## config.mk

```make
export PLATFORM = sky130hd
export DESIGN_NAME = av_palette_mapper
export DESIGN_NICKNAME = d
export VERILOG_FILES = /design/src/rtl/av_pkg.sv /design/src/rtl/av_vid_delay.sv /design/src/rtl/av_palette_mapper.sv
export SDC_FILE = /design/constraint.sdc
export NUM_CORES = 1
export LEC_CHECK = 0
export BUFFER_PORTS_ARGS = -buffer_cell sky130_fd_sc_hd__buf_2
export CAP_MARGIN = 20
export CORE_ASPECT_RATIO = 0.75
export CORE_MARGIN = 1
export CORE_UTILIZATION = 32
export CTS_CLUSTER_DIAMETER = 40
export DETAILED_ROUTE_END_ITERATION = 12
export SYNTH_ARGS = -nofsm -noshare
export SYNTH_HDL_FRONTEND = slang
export SYNTH_HIERARCHICAL = 1
export SYNTH_SLANG_ARGS = --single-unit
```

## constraint.sdc

```tcl
create_clock -name clk_i -period 6.6 [get_ports clk_i]
set_clock_uncertainty 0.15 [all_clocks]
set_input_delay 0.33 -clock clk_i [delete_from_list [all_inputs] [get_ports clk_i]]
set_output_delay 0.33 -clock clk_i [all_outputs]
set_load 0.02 [all_outputs]
```

## src/rtl/av_pkg.sv

```systemverilog
// Shared types and helpers for the Adventure Vision video path.
package av_pkg;

    localparam int BYTES_PER_ENTRY = 3;

    typedef struct packed {
        logic [7:0] r;
        logic [7:0] g;
        logic [7:0] b;
    } rgb_t;

    typedef struct packed {
        logic ce_pix;
        logic hsync;
        logic vsync;
        logic hblank;
        logic vblank;
    } vid_timing_t;

    // Repeat the low w bits of idx, MSB first, until a full byte is filled.
    function automatic logic [7:0] rep8(input logic [7:0] idx, input int w);
        logic [7:0] res;
        res = '0;
        for (int k = 0; k < 8; k++) begin
            res[3'(7 - k)] = idx[3'(w - 1 - (k % w))];
        end
        return res;
    endfunction

endpackage

```

## src/rtl/av_vid_delay.sv

```systemverilog
// Fixed-length shift register for the video timing lanes.
module av_vid_delay
    import av_pkg::*;
#(
    parameter int PIPE_DEPTH = 4
) (
    input  logic                           clk_i,
    input  logic                           reset_n_i,
    input  logic [$bits(vid_timing_t)-1:0] tim_i,
    output logic [$bits(vid_timing_t)-1:0] tim_o
);

    vid_timing_t sr_q [PIPE_DEPTH];

    always_ff @(posedge clk_i or negedge reset_n_i) begin
        if (!reset_n_i) begin
            for (int k = 0; k < PIPE_DEPTH; k++) begin
                sr_q[k] <= '0;
            end
        end else begin
            sr_q[0] <= vid_timing_t'(tim_i);
            for (int k = 1; k < PIPE_DEPTH; k++) begin
                sr_q[k] <= sr_q[k-1];
            end
        end
    end

    assign tim_o = sr_q[PIPE_DEPTH-1];

endmodule

```

## src/rtl/av_palette_mapper.sv

```systemverilog
// Maps LED intensity indices to blanked RGB through a double-buffered palette
// that is reloaded byte-wise from the download stream and swapped in at vblank.
module av_palette_mapper
    import av_pkg::*;
#(
    parameter int IDX_W      = 3,
    parameter int PIPE_DEPTH = 4
) (
    input  logic             clk_i,
    input  logic             reset_n_i,
    input  logic             load_active_i,
    input  logic             load_wr_i,
    input  logic [7:0]       load_data_i,
    input  logic             use_pal_i,
    input  logic [IDX_W-1:0] idx_i,
    input  logic             ce_pix_i,
    input  logic             hsync_i,
    input  logic             vsync_i,
    input  logic             hblank_i,
    input  logic             vblank_i,
    output logic [23:0]      rgb_o,
    output logic             ce_pix_o,
    output logic             hsync_o,
    output logic             vsync_o,
    output logic             hblank_o,
    output logic             vblank_o,
    output logic             load_busy_o,
    output logic             commit_pending_o,
    output logic             overflow_o
);

    localparam int NUM_ENTRIES = 2 ** IDX_W;
    localparam int ENT_W       = IDX_W + 1;

    function automatic rgb_t grey(input int e);
        logic [7:0] g;
        g = rep8(8'(e), IDX_W);
        return {g, g, g};
    endfunction

    rgb_t             shadow_q [NUM_ENTRIES];
    rgb_t             active_q [NUM_ENTRIES];
    logic             load_act_q, vblank_q;
    logic [1:0]       ch_q, ch_d, wr_ch;
    logic [ENT_W-1:0] ent_q, ent_d;
    logic             ovf_q, ovf_d, pend_q, pend_d;
    logic             wr_en, load_rise, load_fall, commit_en;
    logic [IDX_W-1:0] wr_ent;

    assign load_rise = load_active_i & ~load_act_q;
    assign load_fall = ~load_active_i & load_act_q;
    // A new download cancels a pending commit even if vblank rises the same cycle.
    assign commit_en = pend_q & vblank_i & ~vblank_q & ~load_rise;

    always_comb begin
        ch_d   = ch_q;
        ent_d  = ent_q;
        ovf_d  = ovf_q;
        pend_d = pend_q;
        wr_en  = 1'b0;
        wr_ent = '0;
        wr_ch  = '0;
        if (load_rise) begin
            ch_d   = '0;
            ent_d  = '0;
            ovf_d  = 1'b0;
            pend_d = 1'b0;
        end
        wr_ent = ent_d[IDX_W-1:0];
        wr_ch  = ch_d;
        if (load_active_i && load_wr_i) begin
            if (ent_d == ENT_W'(NUM_ENTRIES)) begin
                ovf_d = 1'b1;
            end else begin
                wr_en = 1'b1;
                if (ch_d == 2'(BYTES_PER_ENTRY - 1)) begin
                    ch_d  = '0;
                    ent_d = ent_d + ENT_W'(1);
                end else begin
                    ch_d = ch_d + 2'd1;
                end
            end
        end
        if (commit_en) pend_d = 1'b0;
        if (load_fall && ent_q != '0) pend_d = 1'b1;
    end

    always_ff @(posedge clk_i or negedge reset_n_i) begin
        if (!reset_n_i) begin
            for (int e = 0; e < NUM_ENTRIES; e++) begin
                shadow_q[e] <= grey(e);
                active_q[e] <= grey(e);
            end
            load_act_q <= 1'b0;
            vblank_q   <= 1'b0;
            ch_q       <= '0;
            ent_q      <= '0;
            ovf_q      <= 1'b0;
            pend_q     <= 1'b0;
        end else begin
            load_act_q <= load_active_i;
            vblank_q   <= vblank_i;
            ch_q       <= ch_d;
            ent_q      <= ent_d;
            ovf_q      <= ovf_d;
            pend_q     <= pend_d;
            if (wr_en) begin
                case (wr_ch)
                    2'd0:    shadow_q[wr_ent].r <= load_data_i;
                    2'd1:    shadow_q[wr_ent].g <= load_data_i;
                    default: shadow_q[wr_ent].b <= load_data_i;
                endcase
            end
            // Only fully received entries move; a trailing partial entry is dropped.
            if (commit_en) begin
                for (int e = 0; e < NUM_ENTRIES; e++) begin
                    if (ENT_W'(e) < ent_q) active_q[e] <= shadow_q[e];
                end
            end
        end
    end

    logic [IDX_W-1:0] idx_p0_q;
    logic             use_pal_p0_q;
    rgb_t             lookup_d;
    rgb_t             rgb_q [1:PIPE_DEPTH-1];

    always_comb begin
        lookup_d = {rep8(8'(idx_p0_q), IDX_W), 16'h0000};
        if (use_pal_p0_q) lookup_d = active_q[idx_p0_q];
    end

    // Stage 0 captures the pixel, stage 1 holds the lookup, the rest only delay.
    always_ff @(posedge clk_i or negedge reset_n_i) begin
        if (!reset_n_i) begin
            idx_p0_q     <= '0;
            use_pal_p0_q <= 1'b0;
            for (int k = 1; k < PIPE_DEPTH; k++) begin
                rgb_q[k] <= '0;
            end
        end else begin
            idx_p0_q     <= idx_i;
            use_pal_p0_q <= use_pal_i;
            rgb_q[1]     <= lookup_d;
            for (int k = 2; k < PIPE_DEPTH; k++) begin
                rgb_q[k] <= rgb_q[k-1];
            end
        end
    end

    logic [4:0] tim_in, tim_out;
    assign tim_in = {ce_pix_i, hsync_i, vsync_i, hblank_i, vblank_i};

    av_vid_delay #(.PIPE_DEPTH(PIPE_DEPTH)) u_tim_delay (
        .clk_i     (clk_i),
        .reset_n_i (reset_n_i),
        .tim_i     (tim_in),
        .tim_o     (tim_out)
    );

    assign {ce_pix_o, hsync_o, vsync_o, hblank_o, vblank_o} = tim_out;
    assign rgb_o            = (hblank_o | vblank_o) ? 24'h000000 : rgb_q[PIPE_DEPTH-1];
    assign load_busy_o      = load_act_q;
    assign commit_pending_o = pend_q;
    assign overflow_o       = ovf_q;

endmodule
```

Yosys cells after proc, flatten, opt, wreduce, memory -nomap -nowiden
Index checks and enable logic that the tools add are counted.
{ "op_classes": {"magnitude_cmp": 11, "reduce_logical": 14, "muxes": 31, "eq_ne": 3, "n_addsub": 2, "bitwise": 12} }
{ "op_table": {"columns": ["cell", "count"], "rows": [
  ["192-bit bitwise mux", 3],
  ["192-bit one-hot mux with 2 select lines", 1],
  ["24-bit demux with 3-bit select", 3],
  ["24-bit two-way mux", 5],
  ["24-bit binary-select mux with 3-bit select", 1],
  ["3-bit by 4-bit < comparator with 1-bit output (first input constant)", 4],
  ["16-bit two-way mux", 1],
  ["4-bit two-way mux", 4],
  ["2-bit AND reduction", 8],
  ["4-bit greater-or-equal comparator (second input constant)", 2],
  ["1-bit by 4-bit < comparator with 1-bit output (first input constant)", 2],
  ["2-bit by 4-bit < comparator with 1-bit output (first input constant)", 2],
  ["1-bit two-way mux", 8],
  ["2-bit two-way mux", 4],
  ["8-bit two-way mux", 1],
  ["3-bit inverter with 4-bit output", 2],
  ["1-bit AND", 5],
  ["4-bit by 1-bit adder with 4-bit output (second input constant)", 1],
  ["4-bit == test (second input constant)", 1],
  ["4-bit by 1-bit < comparator with 1-bit output (second input constant)", 1],
  ["1-bit inverter", 4],
  ["4-bit nonzero test", 1],
  ["1-bit logical AND", 3],
  ["3-bit nonzero test", 1],
  ["other kinds (5)", 5]
]} }
{ "totals": {"inputBits": 21, "output_inout_bits": 32, "word_cells": 157, "register_bits": 489} }

Depth between registers and ports, before layout
Gate-level depths: netlist of run 1.
{ "logic_depth": {"word_depth": 10, "ltp_mapped": 8, "ltp_nobuf": 4} }

Modules after synthesis
Netlist of run 1, hierarchy kept.
{ "modules_own_cells": {"columns": ["mod", "instances", "area_per_inst_um2", "cells_each", "seq_area_each_um2"], "rows": [
  ["av_palette_mapper", 1, 19135.9, 1166, 11881.4],
  ["av_vid_delay", 1, 538.0, 25, 500.5]
]} }

Least setup slack after synthesis of run 1
Ideal clock, no wire load.
{ "synth_path": {"path_type": "flip-flop to flip-flop", "startpoint": "register load_act_q (netlist: load_busy_o)", "endpoint": "register with a tool-made name", "required_ns": 6.325, "n_path_buf": 2, "path_stages_with_launch": 7, "setup_ns": 0.125, "period_less_slack_ns": 2.319, "setup_slack_ns": 4.281, "arrival_ns": 2.044, "path_cell_list": "dfrtp_1 -> buf_4 -> nor2b_1 -> buf_4 -> nor4b_2 -> nor3b_4 -> mux2_4"} }
{ "synth_lines": {"columns": ["item", "line_no", "text"], "rows": [
  ["start: declaration", "av_palette_mapper.sv:43", "logic load_act_q, vblank_q;"],
  ["start signal: assignment", "av_palette_mapper.sv:101", "load_act_q <= load_active_i;"]
]} }

==> key figures, run 1 <==
Cells and area
  – Layout cells sized above 1: 0.556
  – Nets: ~1.3k
  – Non-Filler Instances: 2,085
  – N_diodes: 0
  – Area delta synth->final: 14.7%
  – Filler cell count: 5,631

Global routing
  – First-pass GRT wire length: 66,700 µm
  – GRT overflow: 0
  – Initial antenna violation count: 2
  – Total GRT Usage: 0.141
  – Vias in the first global route: between 10k and 15k
  – Largest net degree at the start of global routing: ~190

Clock tree
  – TritonCTS clock tree: built
  – Longest Clk Path Bufs: 3
  – Setup Fix Bufs, Post-CTS: 0
  – Sinks on Clock Net: slightly below 500
  – H-tree depth: 2
  – Total CTS buffers: 49
  – Clock Latency Late Sink: approximately 570 ps
  – CTS root buffer: clkbuf_16
  – Worst-path clk slew: about 60 ps
  – Hold buffers post-CTS: 12
  – Post-cts sizing count: 0

Synth
  – Main synth FF type: dfrtp_1
  – Synth Warn #: 6
  – Register area share after synthesis: 0.629
  – Yosys top cell area share: 0.501
  – Syn avg cell area: 16.5 µm²
  – #FFs+latches synth: 490
  – Synth top area cells: dfrtp_1 50%, mux2_2 18%, dfstp_2 13%
  – Top-count cell post-synth: dfrtp_1
  – Mapped Area: 19,700 µm²
  – Top cells by count, synth: 394 x dfrtp_1, 312 x mux2_2, 96 x dfstp_2, 72 x mux2_4, 51 x nand2_1
  – Synth cell types: 49
  – Post-Synthesis Cells: between 1k and 1.5k
  – Number of synthesized flops with an enable pin: 0
  – FFs w/ async S/R, synth: 1.00
  – Post-synth top area cell: dfrtp_1
  – Post-Syn Nets: 1,212

STA
  – Tcrit/Tclk final: 0.487
  – Max-slew headroom: 0.258
  – Setup violators final: 0
  – Least-Margin Pin Slew: around 1100 ps
  – Peak Freq: roughly 310 MHz
  – Pins Over Slew Limit: 0
  – Fin. Hold Viols: 0
  – Tmin final: between 3000 and 4000 ps
  – RSZ-0062 raised after global routing: no
  – Setup TNS: 0 ps

Route
  – Antenna-violating nets left: 0
  – Uppermost layer routed: met4
  – Initial DRT Pass Iterations: 9
  – Metal3 WL: between 2000 and 2500 µm
  – Drt first-iter violations: 670
  – Met2 wire length: 18,800 µm
  – Via count: between 9k and 10k
  – # DRC: 7
  – Via density: about 4.8
  – Wire per inst: 20.7 µm
  – Met1 Wirelength: 21,400 µm
  – Post-Route WL: 43,100 µm

Critical path
  – Worst Path Arrival: about 3500 ps
  – Worst R2R Setup Slack: around 3500 ps
  – CP top delay family: simple AND/OR/NAND/NOR gates
  – Cell Chain, Critical Path: dlygate4sd3_1 > buf_2 > nor2b_1 > nor2_4 > nor3b_4 > mux2_4
  – WS Path Type: input port to register
  – Largest stage delay, worst path: slightly above 900 ps
  – Critical path buffers and inverters: 2
  – CP required: approximately 6900 ps
  – WP depth: 6
  – Max Fanout on Critical Path: 12
  – Setup crit start: load_active_i
  – Crit path capture type: register
  – CP Launch Type: input port
  – FF-to-FF path depth: 4
  – Slowest cell on crit path: nor2b_1
  – Critical register-to-register path startpoint: load_busy_o

Die
  – Die footprint: between 60,000 and 70,000 µm²
  – Core area: around 61,000 µm²
  – Die width: 288 µm
  – Initial Utilization: 0.325
  – FP Rows: 78
  – Io pins: 53
  – Die H: roughly 220 µm

Worst hold path
  – Hold Path Class: input port to async pin

Power and ir drop
  – Logic pwr share: 0.046
  – Peak supply drop: approximately 0.17 mV
  – Pwr/cell area: about 280 nW/µm²
  – Reg power frac: 0.500
  – Leak: 10.5 nW
  – Clock power share: 0.454
  – Net Sw Frac: 0.224
  – Power Internal: between 4 and 5 mW
  – Psw: 1.41 mW

Outcome
  – Status: complete, but fails checks
  – Failing checks: DRC

Run
  – Max Cap Viol: 0

Place
  – I/O Buffers: 52
  – Placed Cells: 1,982
  – Hpwl dp: between 20,000 and 25,000 µm
  – RePlAce Congestion: 0.774
[per-layer routing]
layer	track usage	vias up
li1	-	4359
met1	0.209	5406
met3	0.0350	48
met5	0	-
met4	0.0302	0
met2	0.206	172
[cells in the final DEF (no fill, tap or decap), types with 3 or more instances in the layout]
cell type	instances
dfrtp_1	392
mux2_2	312
dfstp_2	96
mux2_4	72
buf_2	51
clkbuf_16	50
nand2_1	48
mux4_2	46
and2_1	25
a21boi_0	20
clkbuf_8	14
buf_4	14
dlygate4sd3_1	12
nand3_1	8
nor2_1	8
clkinv_2	8
nor3_4	7
nor3_2	7
clkbuf_1	7
o21ai_0	6
a21oi_1	6
inv_1	5
mux2i_1	4
nand2b_1	3
nand4_1	3
xor2_1	3
and3_1	3
or3_1	3
nand3_2	3
nand2_2	3
o21ai_2	3
inv_8	3
bufinv_16	3
[layout make-up]
class	count	area [µm²]	area share
clock buffer	71	1470	0.0652
clock inverter	20	221	0.00981
inverter	5	18.8	0.000832
multi-input combinational	619	6930	0.307
sequential	490	12400	0.549
tap	800	1000	0.0444
timing repair buffer	80	536	0.0237
[logic make-up (layout without fill, tap and decap cells)]
kind of cell	after synthesis	in the layout	share of synthesized area
AO/OA/AOI/OAI	45	45	0.0158
XOR/XNOR	3	3	0.00134
AND/OR/NAND/NOR	137	137	0.0446
buffers and inverters	82	176	0.0207
multiplexers	434	434	0.288
flip-flops	490	490	0.629
[worst min-delay path by stage]
stage                    from                    to  slack, ps
finish              reset_n_i  u_tim_delay/tim_o[4]        130
global route        reset_n_i  u_tim_delay/sr_q[14]        180
CTS                 reset_n_i  u_tim_delay/tim_o[4]        150
detailed placement  reset_n_i  u_tim_delay/tim_o[4]        160
global placement    reset_n_i  u_tim_delay/tim_o[4]        160
floorplan           reset_n_i             async pin       -120
[power groups by stage]
stage | Clock [mW] | Combinational (mW) | Sequential (mW)
after CTS | 2.95 | 0.296 | 3.15
after floorplan | 0 | 0.175 | 3.18
final | 2.87 | 0.289 | 3.15
after global placement | 0 | 0.281 | 3.20
after detailed placement | 0 | 0.289 | 3.20
after global routing | 3.08 | 0.318 | 3.16
[per-stage QoR]
| step | setup WS, ps | power [mW] | hold slack, ps | util | cell area (µm²) |
|---|---|---|---|---|---|
| after global routing | 3290 | 6.56 | 180 | 0.372 | 22600 |
| after floorplan | 4280 | 3.36 | -116 | - | 19700 |
| after global placement | 3470 | 3.48 | 159 | 0.342 | 20800 |
| final | 3390 | 6.31 | 133 | 0.372 | 22600 |
| after CTS | 3450 | 6.40 | 149 | 0.372 | 22600 |
| after detailed placement | 3380 | 3.49 | 163 | 0.342 | 20800 |
Power figures use the tool's default switching activity.
==> run 2: changes to the inputs <==
clock period = 2.8 ns   (was 6.6 ns; I/O delays follow)
==> run 2 against run 1 <==
Net effect: the run ends with DRC, hold timing left; sequential power increased by 140%; clock power up 150%; critical path depth decreased by 1; power increased by 140%; final cell count grew 1.9%; design area grew 2.2%; first-iteration DRC count grew 1.0%; via count grew 3.0%; non-clock buffer count up 43; core utilization rose by 0.81 points; global-route usage rose by 0.59 points; flip-flop and latch count unchanged; largest cell class unchanged.
==> key figures, run 2 (synthesized netlist as in run 1, its figures left out) <==
Outcome
  – Status: complete, but fails checks
  – Failing checks: DRC, hold timing

Route
  – Via count: slightly above 10k
  – Antenna-violating nets left: 0
  – Wire per inst: between 20 and 25 µm
  – Initial DRT Pass Iterations: 9
  – # DRC: 14
  – Post-Route WL: 44,700 µm
  – Drt first-iter violations: approximately 680
  – Via density: between 4 and 5

Cells and area
  – Most frequent cells in the layout: 392 x dfrtp_1, 312 x mux2_2, 96 x dfstp_2, 72 x mux2_4
  – FF/Latch Area: roughly 12,000 µm²
  – Layout cells sized above 1: 0.570
  – Leading cell type in the layout, fill and taps excluded: dfrtp_1
  – Area delta synth->final: 17.2%
  – Filler cell count: between 5k and 6k
  – Nets: 1,308
  – Area of the multi-input gates: 6920 µm²
  – Non-Filler Instances: about 2.1k
  – Post-layout util: 0.380

Clock tree
  – CTS root buffer: clkbuf_16
  – Hold buffers post-CTS: 12
  – Clock Latency Late Sink: ~570 ps
  – Setup Fix Bufs, Post-CTS: 0
  – Worst-path clk slew: ~70 ps
  – Post-cts sizing count: 0
  – Longest Clk Path Bufs: 3
  – H-tree depth: 2
  – Total CTS buffers: 48
  – Sinks on Clock Net: between 400 and 500
  – TritonCTS clock tree: built

Run
  – Max Cap Viol: 0

STA
  – Fin. Hold Viols: 3
  – Least-Margin Pin Slew: around 830 ps
  – Tcrit/Tclk final: 0.921
  – Setup TNS: 0 ps
  – Tmin final: ~2600 ps
  – Peak Freq: just under 400 MHz
  – Max-slew headroom: 0.446
  – Hold Slack: -12.5 ps
  – RSZ-0062 raised after global routing: no
  – Setup violators final: 0
  – Pins Over Slew Limit: 0

Power and ir drop
  – Clock power share: 0.466
  – Leak: about 11 nW
  – Net Sw Frac: 0.223
  – Power Internal: ~12 mW
  – Pwr/cell area: between 600 and 700 nW/µm²
  – Reg power frac: 0.486
  – Peak supply drop: ~0.42 mV
  – Logic pwr share: 0.048
  – Psw: between 3 and 4 mW

Critical path
  – Max Fanout on Critical Path: 12
  – WS Path Type: register to register
  – Largest stage delay, worst path: 630 ps
  – Slowest cell on crit path: nor4b_2
  – Crit path capture type: register
  – Worst Path Arrival: between 2000 and 3000 ps
  – CP Launch Type: register
  – Cell Chain, Critical Path: nor2b_1 > buf_4 > nor4b_2 > nand4_2 > mux2_2
  – CP required: approximately 3100 ps

Global routing
  – Vias in the first global route: roughly 11k
  – Met3 usage in global routing: 0.0236
  – GRT overflow: 0
  – First-pass GRT wire length: between 60,000 and 70,000 µm
  – Initial antenna violation count: 2
  – Total GRT Usage: 0.146
  – GRT busiest layer: met1
  – GR Layer Usage met1: 0.223
  – Met2 Usage GRT: 0.216
  – Largest net degree at the start of global routing: 71

Die
  – Initial Utilization: 0.325
  – Die H: approximately 220 µm
  – Die footprint: ~62,000 µm²
  – Core area: 60,600 µm²
  – FP Rows: 78
  – Die width: a little under 300 µm
  – Io pins: 53

Place
  – RePlAce Congestion: 0.767
  – I/O Buffers: 52
  – Hpwl dp: 27,600 µm
  – Placed Cells: between 2k and 2.5k

Worst hold path
  – Hold Path Class: input port to async pin
-- run 2: critical path, delay by kind of cell (launching register included) --
kind                   cells  cell delay (ps)
buffers and inverters      1              200
DFF                        1              510
muxes                      1              410
and+or+nand+nor            3             1190
-- run 2: through the flow --
step / worst slack (ps) / total power [mW] / cell area [µm²] / hold slack [ps]
floorplan: 481 / 7.91 / 19700 / -306
global placement: 297 / 8.26 / 21200 / 33.5
detailed placement: 281 / 8.29 / 21200 / 34.3
CTS: 260 / 15.5 / 23100 / 25.0
global route: 139 / 15.8 / 23100 / 35.2
finish: 220 / 15.3 / 23100 / -12.5
-- run 2: final timing paths --
| kind | from | end | slack, ps | cells past startpoint |
|---|---|---|---|---|
| max in group asynchronous | reset_n_i | async pin | 1500 | 3 |
| max | load_busy_o | register | 220 | 5 |
| min in group clk_i | idx_i[0] | idx_p0_q[0] | 70 | 2 |
| min | reset_n_i | rgb_q[35] | -10 | 2 |
| min reg2reg | u_tim_delay/sr_q[17] | u_tim_delay/sr_q[12] | 190 | 0 |
| max reg2reg | load_busy_o | register | 220 | 5 |
-- run 2: area by class of cell --
type | instances | share of cell area
flip-flops and latches | 490 | 0.537
multi-input cells | 619 | 0.300
clock buffers | 55 | 0.0559
well taps | 800 | 0.0434
repair buffers | 123 | 0.0421
clock inverters | 31 | 0.0200
inverters | 5 | 0.000814
diodes | 1 | 0.000109
-- run 2: metal layers --
metal	up-vias	share of wire	wire [µm]
met5	-	0	0
met1	5571	0.50	22300
met2	185	0.44	19700
li1	4447	-	-
met4	0	0.021	958
met3	79	0.037	1660
-- run 2: power by group through the flow --
stage / clock (mW) / sequential [mW] / combinational [mW]
2_1_floorplan: 0 / 7.50 / 0.412
3_3_place_gp: 0 / 7.54 / 0.721
3_5_place_dp: 0 / 7.55 / 0.739
4_1_cts: 7.29 / 7.43 / 0.753
5_1_grt: 7.56 / 7.45 / 0.800
6_report: 7.11 / 7.43 / 0.732
==> run 3: changes to the inputs <==
BUFFER_PORTS_ARGS = -buffer_cell sky130_fd_sc_hd__buf_4   (was -buffer_cell sky130_fd_sc_hd__buf_2)
CORE_MARGIN = default   (was 1)
==> run 3 against run 2 <==
Net effect: flip-flop and latch count unchanged; largest power group unchanged; die area unchanged; non-clock buffer count up 8; clock power down 6.9%; the run ends with DRC left; via count down 0.47%; wire length down 1.1%; highest routed layer unchanged; worst setup slack better by 120 ps; critical path type unchanged.
==> key figures, run 3 (synthesized netlist as in run 1, its figures left out) <==
Outcome
  – Status: complete, but fails checks
  – Failing checks: DRC

Worst hold path
  – Hold path depth: 2
  – Hold Path Class: input port to register

Route
  – # DRC: 7
  – Post-Route WL: 44,200 µm
  – Drt first-iter violations: 549
  – Wire per inst: approximately 21 µm
  – Initial DRT Pass Iterations: 8
  – Via density: between 4 and 5
  – Antenna-violating nets left: 0
  – Via count: 10.2k

STA
  – RSZ-0062 raised after global routing: no
  – Setup violators final: 0
  – Fin. Hold Viols: 0
  – Max-slew headroom: 0.512
  – Pins Over Slew Limit: 0
  – Tcrit/Tclk final: 0.878
  – Least-Margin Pin Slew: 732 ps
  – Tmin final: 2460 ps
  – Setup TNS: 0 ps
  – Hold Slack: 34.0 ps
  – Peak Freq: ~410 MHz

Clock tree
  – Clock Latency Late Sink: about 560 ps
  – TritonCTS clock tree: built
  – H-tree depth: 2
  – Total CTS buffers: 48
  – Setup Fix Bufs, Post-CTS: 0
  – Worst-path clk slew: approximately 60 ps
  – Post-cts sizing count: 0
  – Longest Clk Path Bufs: 3
  – Sinks on Clock Net: 490
  – CTS root buffer: clkbuf_16
  – Hold buffers post-CTS: 19

Cells and area
  – Leading cell type in the layout, fill and taps excluded: dfrtp_1
  – FF/Latch Area: between 10,000 and 15,000 µm²
  – N_diodes: 0
  – Filler cell count: between 5k and 6k
  – Non-Filler Instances: between 2k and 2.5k
  – Area delta synth->final: 17.7%
  – Layout cells sized above 1: 0.564
  – Nets: between 1k and 1.5k
  – Area of the multi-input gates: between 6000 and 7000 µm²
  – Most frequent cells in the layout: 392 x dfrtp_1, 312 x mux2_2, 99 x buf_4, 96 x dfstp_2, 72 x mux2_4

Die
  – Die width: around 290 µm
  – Die H: approximately 220 µm
  – Initial Utilization: 0.325
  – Die footprint: roughly 62,000 µm²
  – FP Rows: between 70 and 80
  – Core area: 60,600 µm²
  – Io pins: 53

Critical path
  – FF-to-FF path depth: 4
  – Worst Path Arrival: between 2000 and 3000 ps
  – WS Path Type: register to register
  – Crit path capture type: register
  – CP required: around 3100 ps
  – Max Fanout on Critical Path: 17
  – CP Launch Type: register

Global routing
  – Largest net degree at the start of global routing: approximately 120
  – Vias in the first global route: ~11k
  – GRT overflow: 0
  – Total GRT Usage: 0.146
  – Initial antenna violation count: 2
  – First-pass GRT wire length: between 60,000 and 70,000 µm

Place
  – RePlAce Congestion: between 0.7 and 0.8
  – I/O Buffers: 52
  – Hpwl dp: ~28,000 µm
  – Placed Cells: 2,026

Power and ir drop
  – Leak: 10.8 nW
  – Peak supply drop: 0.415 mV
  – Pwr/cell area: about 640 nW/µm²
  – Design Power: 14.8 mW

Run
  – Max Cap Viol: 0
## run 3: cell types whose count changed in the layout (fill, tap and decap cells not counted), sizes merged
| cell | delta |
|---|---|
| clkbuf | +6 |
| diode | -1 |
| clkinv | -3 |
| inv | +2 |
| dlygate4sd3 | +6 |
| clkinvlp | +3 |
| buf | +2 |
| bufinv | -6 |
## run 3: final timing paths
check                               start                   to  slack (ps)
min in group asynchronous       reset_n_i  u_tim_delay/sr_q[9]          60
setup reg to reg                 ent_q[1]             register         340
hold reg to reg                 rgb_q[44]            rgb_q[20]         190
setup / recovery                 ent_q[1]             register         340
max in group asynchronous       reset_n_i        active_q[107]        1650
hold / removal             load_data_i[7]             register          30
## run 3: routing by layer
metal	up-vias	track usage	share of wire	wire, µm
met5	-	0	0	0
met4	0	0.0266	0.016	693
met3	50	0.0247	0.053	2360
met2	183	0.217	0.44	19300
met1	5543	0.223	0.49	21800
li1	4458	-	-	-
## run 3: critical path, stage by stage, from the launching register on
cell	delay (ps)
dfrtp_1	760
nand2_1	160
or3_1	430
or3_1	510
mux2_2	330
## run 3: power by group
part           internal, mW  leakage [nW]  switching [mW]
Clock                  3.77         0.785            2.85
Sequential             7.30          6.36           0.130
Combinational         0.321          3.65           0.422
## run 3: layout make-up
type                       instances  share of cell area
multi-input combinational        619               0.299
clock inverter                    27              0.0133
tap                              800              0.0432
timing repair buffer             131              0.0518
clock buffer                      61              0.0571
sequential                       490               0.535
inverter                           5            0.000810
## run 3: metrics by stage
step | area (µm²) | util | setup WS (ps)
6_report | 23200 | 0.382 | 342
2_1_floorplan | 19700 | - | 481
5_1_grt | 23200 | 0.382 | 248
3_5_place_dp | 21300 | 0.352 | 365
3_3_place_gp | 21300 | 0.352 | 434
4_1_cts | 23200 | 0.382 | 353
